File: src/rtl/fetch_unit.sv
// Single-stage instruction fetch in front of a synchronous instruction memory.
// It issues one word address per cycle and presents the returned word, with its PC, to the decoder.
module fetch_unit #(
    parameter logic [15:0] RESET_PC = 16'h0000,
    parameter logic [15:0] NOP_INST = 16'h0020
) (
    input  logic        clk,
    input  logic        rst,
    input  logic        stall,
    input  logic        redirect_valid,
    input  logic [15:0] redirect_pc,
    output logic [15:0] imem_addr,
    input  logic [15:0] imem_rdata,
    output logic [15:0] inst,
    output logic        inst_valid,
    output logic [15:0] pc_out,
    output logic [15:0] pc_plus1
);

    // Control priority, highest first: rst, then redirect_valid, then stall.
    // A stall re-issues rpc, so the memory returns the same word again on the next cycle.
    // A redirect flushes the word returned in that cycle. The target word arrives one cycle later.
    logic [15:0] fpc;
    logic [15:0] rpc;
    logic        rvalid;

    always_ff @(posedge clk) begin
        if (rst) begin
            fpc    <= RESET_PC;
            rpc    <= 16'h0000;
            rvalid <= 1'b0;
        end else if (redirect_valid) begin
            rpc    <= redirect_pc;
            rvalid <= 1'b1;
            fpc    <= redirect_pc + 16'd1;
        end else if (!stall) begin
            rpc    <= fpc;
            rvalid <= 1'b1;
            fpc    <= fpc + 16'd1;
        end
    end

    always_comb begin
        imem_addr = fpc;
        if (redirect_valid) begin
            imem_addr = redirect_pc;
        end else if (stall) begin
            imem_addr = rpc;
        end
    end

    assign inst_valid = rvalid & ~redirect_valid;
    assign inst       = inst_valid ? imem_rdata : NOP_INST;
    assign pc_out     = rpc;
    assign pc_plus1   = rpc + 16'd1;

endmodule

File: config.mk
export PLATFORM = sky130hd
export DESIGN_NAME = fetch_unit
export DESIGN_NICKNAME = d
export VERILOG_FILES = /design/src/rtl/fetch_unit.sv
export SDC_FILE = /design/constraint.sdc
export NUM_CORES = 1
export LEC_CHECK = 0
export CORE_MARGIN = 2
export CORE_UTILIZATION = 43
export CTS_CLUSTER_DIAMETER = 150
export CTS_CLUSTER_SIZE = 14
export DETAILED_ROUTE_END_ITERATION = 7
export HOLD_SLACK_MARGIN = 0.03
export PLACE_DENSITY = 0.9
export SLEW_MARGIN = 10
export SYNTH_ARGS = -nofsm -noshare
export SYNTH_HDL_FRONTEND = slang
export SYNTH_SLANG_ARGS = --single-unit
File: constraint.sdc
create_clock -name clk -period 2.6 [get_ports clk]
set_input_delay 0.52 -clock clk [delete_from_list [all_inputs] [get_ports clk]]
set_output_delay 0.52 -clock clk [all_outputs]
set_load 0.02 [all_outputs]
==> qor.yml <==
yosys:
  proportion_of_synthesized_area_in_mux_cells: 0.0814
  synth_adder_area_share: 0.0106
  synth_edf_count: 0
  synthXorXnorAreaFrac: 0.0969
  synth_compound_area_frac: 0.168
  ys_top_cells_by_area: "dfxtp_1, mux2i_1, nand2_1"
  synth_area_sq_um: 2350
  synth_async_sr_flop_share: 0
  ys_types: 44
  yosysWarnings: 0
  synth_top_area_frac: 0.281
  synthTopCellsByCount: "nand2_1, dfxtp_1, o21ai_0"
  syn_nets: 338
  synth_top_family_by_area: "simple AND/OR/NAND/NOR gates"
  synth_most_common_cell: "nand2_1"
  synth_top_cell_by_area: "dfxtp_1"
  ys_seq_elements: 33
  synth.avg_cell_area_sq_um: 7.84
  synth_simple_gate_area_frac: 0.311
  dominantRegCellSynth: "dfxtp_1"
  seq_area_frac_synth: 0.281
  post_synth_inst_count: 300
clocking:
  cts.repair_timing.setup_buffer_count: 0
  cts_tree: "done"
  path_clk_slew_ns: 0.07
  h-tree-depth: 2
  postCtsHoldBufs: 0
  cts.root.buffer_cell: "clkbuf_8"
  clock_tree.buffer_depth: 2
  cts_buf_count: 5
  cts_sinks: 33
  insertion_delay_ns: 0.29
critical_path:
  setup.worst_path.start_class: "input port"
  cp_data_required_time_ns: 2.08
  critical_path.slowest_cell: "clkdlybuf4s50_1"
  max_stage_delay_ns: 0.51
  worst_r2r_endpoint: "fpc[12]$_SDFFE_PP0P_"
  largest_driver_fanout_on_the_critical_path: 21
  timing.critical_path.to_type: "primary output"
  timing.critical_path.buf_inv: 3
  timing.critical_path.to: "imem_addr[8]"
  crit-reg2reg-launch: "fpc[1]$_SDFFE_PP0P_"
  critical_path_cell_count: 5
  worstPathCellList: "clkdlybuf4s50_1 -> buf_12 -> mux2i_1 -> o21ai_0 -> dlygate4sd2_1"
  worst-r2r-cell-count: 8
  critPathLaunch: "stall"
  crit_arrival_ns: 1.98
  worstSetupPathType: "input port to primary output"
  path_delay_family: "buffers and inverters"
  worst-r2r-setup-slack_ns: 0.68
detailed_routing:
  initial_drc_count: 350
  detail_route.first_pass.iterations: 5
  wl_um: 7420
  avg_wl_per_cell_um: 15.3
  dr_total_vias: 2746
  drt.antenna.violating_nets: 0
  drt-vias-per-instance: 5.67
  drc_errors: 0
power_and_ir_drop:
  p_leak_nw: 1.51
  irDropWorstVdd_mv: 0.261
  totalPowerFinal_mw: 1.56
  power.density_nw_per_um2: 428
timing:
  worst_clock_skew_ns: 0.00433
  setup_slack_ns: 0.0971
  timing.final.crit_period_ns: 2.50
  max_slew_margin: 0.618
  report.final.hold_viol_count: 0
  count_of_final_setup_violators: 0
  rsz_0062_raised_after_global_routing: "no"
  timing.final.crit_share: 0.963
  worstMarginPinSlew_ns: 0.574
  max_freq_ghz: 0.400
  whs_ns: 0.475
  maxSlewViolCount: 0
  final.setup.tns_ns: 0
cells_and_area:
  postLayoutCoreUtil: 0.699
  instances_no_fill: 484
  final_layout_size_suffix_gt1_frac: 0.106
  finish.instance_area_sq_um: 3640
  layout-area-overhead-vs-synth_pct: 54.7
  antenna_cells: 0
  finalNetCount: 451
grt:
  globalRouteOverflowTotal: 0
  grt_pass1_vias: 2653
  antenna_violations_before_repair: 0
  grt_usage: 0.248
  grt_first_pass_wirelength_um: 12200
  grt_start_max_net_pins: 39
floorplanning:
  initial_core_utilization: 0.452
  core_region_area_sq_um: 5200
  die_wd_um: 77.9
  die_extent_in_y_um: 77.9
  die-area_sq_um: 6070
  number_of_i_o_pins: 101
  placementRows: 26
placement:
  io_buffers: 100
  dpl.cell_count: 476
  place.detailed.hpwl_um: 5730
  dp_slack_ns: -0.190
  placed_cell_area_sq_um: 3550
  finalWeightedCongestion: 0.942
outcome:
  run_status: "complete, no violations"
job:
  max-cap-violations: 0
min_path:
  worst_hold_path_type: "register to register"
## state kept, by name, indices dropped and copies added (netlist names)
register and flops:
pc_out 16, rvalid 1, fpc 16
## timing repair
| action | 4_1_cts | 5_1_grt |
|---|---|---|
| setup endpoints to repair | 22 | 3 |
| resized for setup | 24 | 6 |
| pin swaps | 0 | 0 |
## worst min-delay path by stage
stage,to,cells after the start,start
floorplan,rvalid$_SDFFE_PP0P_,2,rvalid$_SDFFE_PP0P_
global placement,rvalid$_SDFFE_PP0P_,2,rvalid$_SDFFE_PP0P_
detailed placement,rvalid$_SDFFE_PP0P_,2,rvalid$_SDFFE_PP0P_
CTS,fpc[13]$_SDFFE_PP0P_,2,fpc[13]$_SDFFE_PP0P_
global route,fpc[14]$_SDFFE_PP0P_,2,fpc[14]$_SDFFE_PP0P_
finish,fpc[13]$_SDFFE_PP0P_,2,fpc[13]$_SDFFE_PP0P_
## logic make-up (layout without fill, tap and decap cells)
kind of cell,count (synthesis),in the layout
AOI/OAI and AO/OA,60,60
muxes,19,19
adders and majority gates,2,2
and+or+nand+nor,134,134
xor gates and xnor gates,26,26
buffers and inverters,26,140
DFF,33,33
## cell type report
class                      count  area, sq um
clock buffer                   7         86.3
clock inverter                 1         30.0
fill                         413         1570
inverter                       9         33.8
multi-input combinational    241         1570
sequential                    33          662
tap                           70         87.6
timing repair buffer         123         1160
## worst min-delay path: stages, from the launching register on
cell	delay (ns)
dfxtp_1	0.33
nand2_1	0.05
o21ai_1	0.05
## layout by cell type (no fill, tap or decap), drive strengths merged, types with 3 or more instances in the layout
cell type / netlist / routed
clkdlybuf4s50: 0 / 75
nand2: 34 / 34
dfxtp: 33 / 33
o21ai: 24 / 24
buf: 9 / 24
dlygate4sd2: 0 / 21
nand3: 20 / 20
mux2i: 18 / 18
nor2b: 18 / 18
and2: 15 / 15
xnor2: 13 / 13
xor2: 13 / 13
nor2: 13 / 13
a21oi: 11 / 11
nand3b: 10 / 10
inv: 9 / 9
clkbuf: 8 / 8
nand4: 7 / 7
a211oi: 6 / 6
nand2b: 5 / 5
and3: 4 / 4
a21boi: 4 / 4
nor3: 3 / 3
a22oi: 3 / 3
## routing by layer
layer / global-route usage / vias up / wire [um] / share of wire
met5: 0 / - / 0 / 0
met4: 0.0789 / 0 / 133 / 0.018
met3: 0.0512 / 17 / 639 / 0.086
met2: 0.441 / 147 / 3670 / 0.49
met1: 0.296 / 1306 / 2980 / 0.40
li1: - / 1276 / - / -
## report_power, final
group | internal (mW) | leakage (nW) | switching, mW
Clock | 0.313 | 0.0585 | 0.197
Sequential | 0.540 | 0.273 | 0.0407
Combinational | 0.229 | 1.18 | 0.239
Total | 1.08 | 1.51 | 0.476
Power figures use the tool's default switching activity.
